[src/rtl/oddeven_run_ctrl_pkg.sv]
// Shared types and constants for the odd/even counter run sequencer.
package oddeven_run_ctrl_pkg;

    typedef enum logic [1:0] {
        ST_IDLE   = 2'd0,
        ST_CLEAR  = 2'd1,
        ST_RUN    = 2'd2,
        ST_FINISH = 2'd3
    } state_t;

    localparam logic MODE_EVEN = 1'b0;
    localparam logic MODE_ODD  = 1'b1;

    localparam int START_EVEN = 0;
    localparam int START_ODD  = 1;

    // Timer width large enough to hold the longer of the two phase lengths.
    function automatic int timer_width(input int clear_cycles, input int max_run);
        int longest;
        longest = (max_run > clear_cycles) ? max_run : clear_cycles;
        return (longest < 2) ? 1 : $clog2(longest + 1);
    endfunction

endpackage

[src/rtl/oddeven_phase_timer.sv]
// Loadable down-counter shared by the clear hold and the run timeout.
module oddeven_phase_timer #(
    parameter int TW = 11
) (
    input  logic          clk,
    input  logic          reset,
    input  logic          load,
    input  logic [TW-1:0] load_val,
    input  logic          en,
    output logic          expired
);

    logic [TW-1:0] cnt_q, cnt_d;

    always_comb begin
        cnt_d = cnt_q;
        if (load)
            cnt_d = load_val;
        else if (en && (cnt_q != '0))
            cnt_d = cnt_q - 1'b1;
    end

    always_ff @(posedge clk or posedge reset) begin
        if (reset)
            cnt_q <= '0;
        else
            cnt_q <= cnt_d;
    end

    assign expired = (cnt_q == '0);

endmodule

[src/rtl/oddeven_run_ctrl.sv]
// Sequencer that clears, releases and watches an odd/even step counter
// until its count reaches a target, with an optional opposite-parity phase.
module oddeven_run_ctrl
    import oddeven_run_ctrl_pkg::*;
#(
    parameter int WIDTH        = 16,
    parameter int CLEAR_CYCLES = 2,
    parameter int MAX_RUN      = 1024
) (
    input  logic             clk,
    input  logic             reset,
    input  logic             cmd_valid,
    output logic             cmd_ready,
    input  logic             cmd_mode,
    input  logic             cmd_alt,
    input  logic [WIDTH-1:0] cmd_target,
    input  logic             abort,
    output logic             cnt_reset,
    output logic             cnt_mode,
    input  logic [WIDTH-1:0] cnt_value,
    output logic             busy,
    output logic             done,
    output logic             err,
    output logic [WIDTH-1:0] result
);

    localparam int TW = timer_width(CLEAR_CYCLES, MAX_RUN);

    state_t           state_q, state_d;
    logic             mode_q, mode_d;
    logic             alt_q, alt_d;
    logic             phase_q, phase_d;
    logic [WIDTH-1:0] target_q, target_d;
    logic             cnt_reset_q, cnt_reset_d;
    logic             cnt_mode_q, cnt_mode_d;
    logic             done_q, done_d;
    logic             err_q, err_d;
    logic [WIDTH-1:0] result_q, result_d;

    logic          hit;
    logic          tmr_load;
    logic [TW-1:0] tmr_load_val;
    logic          tmr_en;
    logic          tmr_expired;

    assign hit = (cnt_value >= target_q);

    always_comb begin
        state_d    = state_q;
        mode_d     = mode_q;
        alt_d      = alt_q;
        phase_d    = phase_q;
        target_d   = target_q;
        cnt_mode_d = cnt_mode_q;
        err_d      = err_q;
        result_d   = result_q;

        case (state_q)
            ST_IDLE: begin
                if (cmd_valid) begin
                    mode_d     = cmd_mode;
                    alt_d      = cmd_alt;
                    target_d   = cmd_target;
                    phase_d    = 1'b0;
                    cnt_mode_d = cmd_mode;
                    state_d    = ST_CLEAR;
                end
            end
            ST_CLEAR: begin
                if (abort) begin
                    err_d    = 1'b1;
                    result_d = cnt_value;
                    state_d  = ST_FINISH;
                end else if (tmr_expired) begin
                    state_d = ST_RUN;
                end
            end
            ST_RUN: begin
                // Abort takes priority; a hit beats a same-cycle timeout.
                if (abort) begin
                    err_d    = 1'b1;
                    result_d = cnt_value;
                    state_d  = ST_FINISH;
                end else if (hit) begin
                    if (alt_q && !phase_q) begin
                        phase_d    = 1'b1;
                        cnt_mode_d = ~mode_q;
                        state_d    = ST_CLEAR;
                    end else begin
                        err_d    = 1'b0;
                        result_d = cnt_value;
                        state_d  = ST_FINISH;
                    end
                end else if (tmr_expired) begin
                    err_d    = 1'b1;
                    result_d = cnt_value;
                    state_d  = ST_FINISH;
                end
            end
            ST_FINISH: begin
                state_d = ST_IDLE;
            end
            default: begin
                state_d = ST_IDLE;
            end
        endcase

        // Outputs are registered against the next state so they line up with it.
        cnt_reset_d = (state_d != ST_RUN);
        done_d      = (state_d == ST_FINISH);
    end

    assign tmr_load = ((state_d == ST_CLEAR) && (state_q != ST_CLEAR)) ||
                      ((state_d == ST_RUN)   && (state_q != ST_RUN));
    assign tmr_load_val = (state_d == ST_CLEAR) ? TW'(CLEAR_CYCLES - 1) : TW'(MAX_RUN - 1);
    assign tmr_en = (state_q == ST_CLEAR) || (state_q == ST_RUN);

    oddeven_phase_timer #(
        .TW(TW)
    ) u_timer (
        .clk      (clk),
        .reset    (reset),
        .load     (tmr_load),
        .load_val (tmr_load_val),
        .en       (tmr_en),
        .expired  (tmr_expired)
    );

    always_ff @(posedge clk or posedge reset) begin
        if (reset) begin
            state_q     <= ST_IDLE;
            mode_q      <= MODE_EVEN;
            alt_q       <= 1'b0;
            phase_q     <= 1'b0;
            target_q    <= '0;
            cnt_reset_q <= 1'b1;
            cnt_mode_q  <= MODE_EVEN;
            done_q      <= 1'b0;
            err_q       <= 1'b0;
            result_q    <= '0;
        end else begin
            state_q     <= state_d;
            mode_q      <= mode_d;
            alt_q       <= alt_d;
            phase_q     <= phase_d;
            target_q    <= target_d;
            cnt_reset_q <= cnt_reset_d;
            cnt_mode_q  <= cnt_mode_d;
            done_q      <= done_d;
            err_q       <= err_d;
            result_q    <= result_d;
        end
    end

    assign cmd_ready = (state_q == ST_IDLE);
    assign busy      = (state_q != ST_IDLE);
    assign cnt_reset = cnt_reset_q;
    assign cnt_mode  = cnt_mode_q;
    assign done      = done_q;
    assign err       = err_q;
    assign result    = result_q;

endmodule

[config.mk]
export PLATFORM = sky130hd
export DESIGN_NAME = oddeven_run_ctrl
export DESIGN_NICKNAME = d
export VERILOG_FILES = /design/src/rtl/oddeven_run_ctrl_pkg.sv /design/src/rtl/oddeven_phase_timer.sv /design/src/rtl/oddeven_run_ctrl.sv
export SDC_FILE = /design/constraint.sdc
export NUM_CORES = 1
export LEC_CHECK = 0
export BUFFER_PORTS_ARGS = -buffer_cell sky130_fd_sc_hd__buf_2
export CAP_MARGIN = 20
export CORE_UTILIZATION = 40
export CTS_BUF_LIST = sky130_fd_sc_hd__clkbuf_8
export DETAILED_ROUTE_END_ITERATION = 6
export PLACE_DENSITY = 0.68
export RECOVER_POWER = 25
export SYNTH_ARGS = -nofsm -noshare
export SYNTH_HDL_FRONTEND = slang
export SYNTH_SLANG_ARGS = --single-unit
[constraint.sdc]
create_clock -name clk -period 3.15 [get_ports clk]
set_clock_uncertainty 0.05 [all_clocks]
set_input_delay 0.4725 -clock clk [delete_from_list [all_inputs] [get_ports clk]]
set_output_delay 0.4725 -clock clk [all_outputs]
set_load 0.005 [all_outputs]
==> impl_metrics.py <==
metrics = {
    "floorplan": {
        "io_pins": 60,
        "die_h_um": 85.5,
        "die_area_sq_um": 7310,
        "start_util": 0.413,
        "die_w_um": 85.5,
        "rows": 30,
        "core_sq_um": 6760,
    },
    "setup_path": {
        "reg2reg_slack_ns": 0.36,
        "critPathArrivalTime_ns": 2.92,
        "cp-start-kind": "flip-flop",
        "crit_buf_inv": 1,
        "cpPeakStageDelay_ns": 0.48,
        "cp_top_family": "compound AO/OA/AOI/OAI gates",
        "critical_path_class": "reg -> reg",
        "path_max_fanout": 5,
        "endpoint_kind": "flip-flop",
        "rr_endpoint": "u_timer.cnt_q[0]",
        "crit_required_ns": 3.28,
        "slowest_stage": "o311ai_1",
        "path_cells": "inv_1, ha_1, nor2b_1, o211a_1, o311ai_1, a311oi_1, a211o_1, and3b_1, or3b_1",
        "rr_startpoint": "target_q[1]",
        "r2r_cells": 9,
    },
    "power_and_ir_drop": {
        "internal_power_w": 0.00204,
        "p_clk_frac": 0.140,
        "power_density_nw_per_um2": 983,
        "power_frac_seq": 0.359,
        "vdd_ir_drop_max_v": 0.000402,
        "p_comb_frac": 0.502,
        "p_leak_nw": 1.60,
        "swShare": 0.370,
        "p_switching_w": 0.00120,
    },
    "clocking": {
        "cts_buffer_depth": 2,
        "htree_levels": 2,
        "clkTransAtPathRegs_ns": 0.10,
        "root_buffer": "clkbuf_8",
        "cts_resized": 0,
        "cts_setup_buffers": 0,
        "cts.sink_count": 52,
        "cts_tree": "done",
        "cts_made_buffers": 5,
        "postCtsHoldBufs": 0,
        "clock_latency_ns": 0.30,
    },
    "layout": {
        "layout-drive-gt1-share": 0.349,
        "fill_cells": 652,
        "syn_to_final_growth_pct": 18.3,
        "diodes": 0,
        "final_nets": 381,
    },
    "timing": {
        "finalCritPeriodShare": 0.885,
        "rsz0062_at_grt": "no",
        "tightestPinTransition_ns": 1.22,
        "fmax_ghz": 0.359,
        "finalSetupTns_ns": 0,
        "hold_violations": 0,
        "setup_viol": 0,
        "min_period_ns": 2.79,
        "holdWs_ns": 0.344,
        "max-slew-margin-rel": 0.186,
        "maxSlewViolCount": 0,
        "fin_ws_ns": 0.362,
    },
    "grt": {
        "grt_pass1_vias": 1959,
        "grt_pass1_wl_um": 9320,
        "globalRouteOverflowTotal": 0,
        "grt_max_degree": 33,
        "grt.total_usage": 0.163,
        "antenna_found_initial": 0,
    },
    "run_status": {
        "run_status": "complete, no violations",
    },
    "synthesis": {
        "yosysUniqueCellTypes": 46,
        "yosys_warnings": 0,
        "yosysMostFrequentCell": "dfrtp_1",
        "synth_area_leaders": "dfrtp_1, mux2_2, ha_1, inv_1, a21oi_1",
        "yosys.area.top_type": "dfrtp_1",
        "ys_seq_area_frac": 0.467,
        "syn_area_sq_um": 2790,
        "syn_inst": 257,
        "synth_top_area_frac": 0.458,
        "synth_commonest_cells": "dfrtp_1, mux2_2, inv_1",
        "synth_area_per_cell_sq_um": 10.9,
        "async_flop_share": 1.00,
        "syn-num-nets": 315,
        "ys_seq_elements": 52,
        "synth_ff_type": "dfrtp_1",
        "synth_edf_count": 0,
    },
    "place": {
        "hpwl_um": 4300,
        "io_buffers": 59,
        "preCtsSetupSlack_ns": 0.121,
        "routabilityCongestion": 0.783,
    },
    "drt": {
        "vias": 2096,
        "wl_per_cell_um": 14.0,
        "drt_iter0_markers": 106,
        "ant_nets": 0,
        "via_per_inst": 5.19,
        "drcViolationCount": 0,
        "dr.pass1.iters": 4,
        "wl_um": 5640,
    },
    "min_path": {
        "min_to": "alt_q",
        "hold_path_depth": 2,
        "hp-start": "cmd_alt",
        "hp-class": "in -> reg",
    },
    "job": {
        "drv_cap": 0,
    },
}
layer usage:
layer | vias up | global-route usage | share of wire
met2 | 41 | 0.269 | 0.48
met3 | 8 | 0.0356 | 0.041
li1 | 1035 | - | -
met1 | 1012 | 0.215 | 0.46
met5 | - | 0 | 0
met4 | 0 | 0.0470 | 0.016
state kept, by name, summed over array words and instances, names as in the netlist:
| register | cells |
|---|---|
| alt_q | 1 |
| cnt_mode | 1 |
| cnt_reset | 1 |
| done | 1 |
| err | 1 |
| mode_q | 1 |
| phase_q | 1 |
| result | 16 |
| state_q | 2 |
| target_q | 16 |
| u_timer.cnt_q | 11 |
power by group through the flow:
stage,logic (W),registers [W],clock network [W]
after floorplan,0.00120,0.00115,0
after global placement,0.00160,0.00116,0
after detailed placement,0.00163,0.00118,0
after CTS,0.00164,0.00116,0.000464
after global routing,0.00184,0.00120,0.000487
final,0.00163,0.00116,0.000453
cell families (layout without fill, tap and decap cells):
family                     Yosys count  count (layout)  synth area share
adders and majority gates           20              20            0.0897
xor gates and xnor gates             6               6            0.0188
DFF                                 52              52             0.467
buffers and inverters               32              99            0.0498
muxes                               34              34             0.137
AOI/OAI and AO/OA                   51              51             0.115
and+or+nand+nor                     62              62             0.122
cell type report:
class	instances	area, sq um	area share
inverters	25	93.8	0.0284
clock buffers	5	68.8	0.0209
flip-flops and latches	52	1300	0.395
clock inverters	3	38.8	0.0118
repair buffers	66	348	0.105
multi-input cells	173	1350	0.408
well taps	80	100	0.0303
through the flow:
step           power, W   util  instance area (sq um)  instances
3_5_place_dp    0.00281  0.472                   3190        396
6_report        0.00324  0.488                   3300        404
5_1_grt         0.00353  0.488                   3300        404
4_1_cts         0.00327  0.488                   3300        404
2_1_floorplan   0.00236      -                   2790        257
3_3_place_gp    0.00276  0.472                   3190        396
worst reg2reg max path: stages (launching register included):
cell	delay [ns]
dfrtp_1	0.35
inv_1	0.04
ha_1	0.28
nor2b_1	0.14
o211a_1	0.20
o311ai_1	0.48
a311oi_1	0.25
a211o_1	0.33
and3b_1	0.21
or3b_1	0.34
worst max path at each step:
stage	start	end	slack, ns	cells after the start
6_report	target_q[1]	u_timer.cnt_q[0]	0.36	9
5_1_grt	target_q[1]	u_timer.cnt_q[10]	0.17	10
3_5_place_dp	cnt_value[1]	u_timer.cnt_q[10]	0.12	10
2_1_floorplan	cnt_value[1]	u_timer.cnt_q[0]	0.33	9
4_1_cts	target_q[1]	u_timer.cnt_q[10]	0.32	10
3_3_place_gp	cnt_value[1]	result[1]	0.20	10
layout by cell type (no fill, tap or decap), drive strengths merged, types with 2 or more instances in the layout:
cell	n
buf	66
dfrtp	51
mux2	34
inv	26
ha	20
a21oi	17
nand2	14
nor2	13
o21ai	10
nor3	8
xnor2	6
nor2b	5
clkbuf	5
or3	3
nand2b	3
a31oi	3
a21o	3
a211oi	3
o22ai	3
nand4	2
nand3	2
o31ai	2
and2	2
nor3b	2
or4	2
nor4	2
No activity file was read; power rests on OpenSTA's default activity.
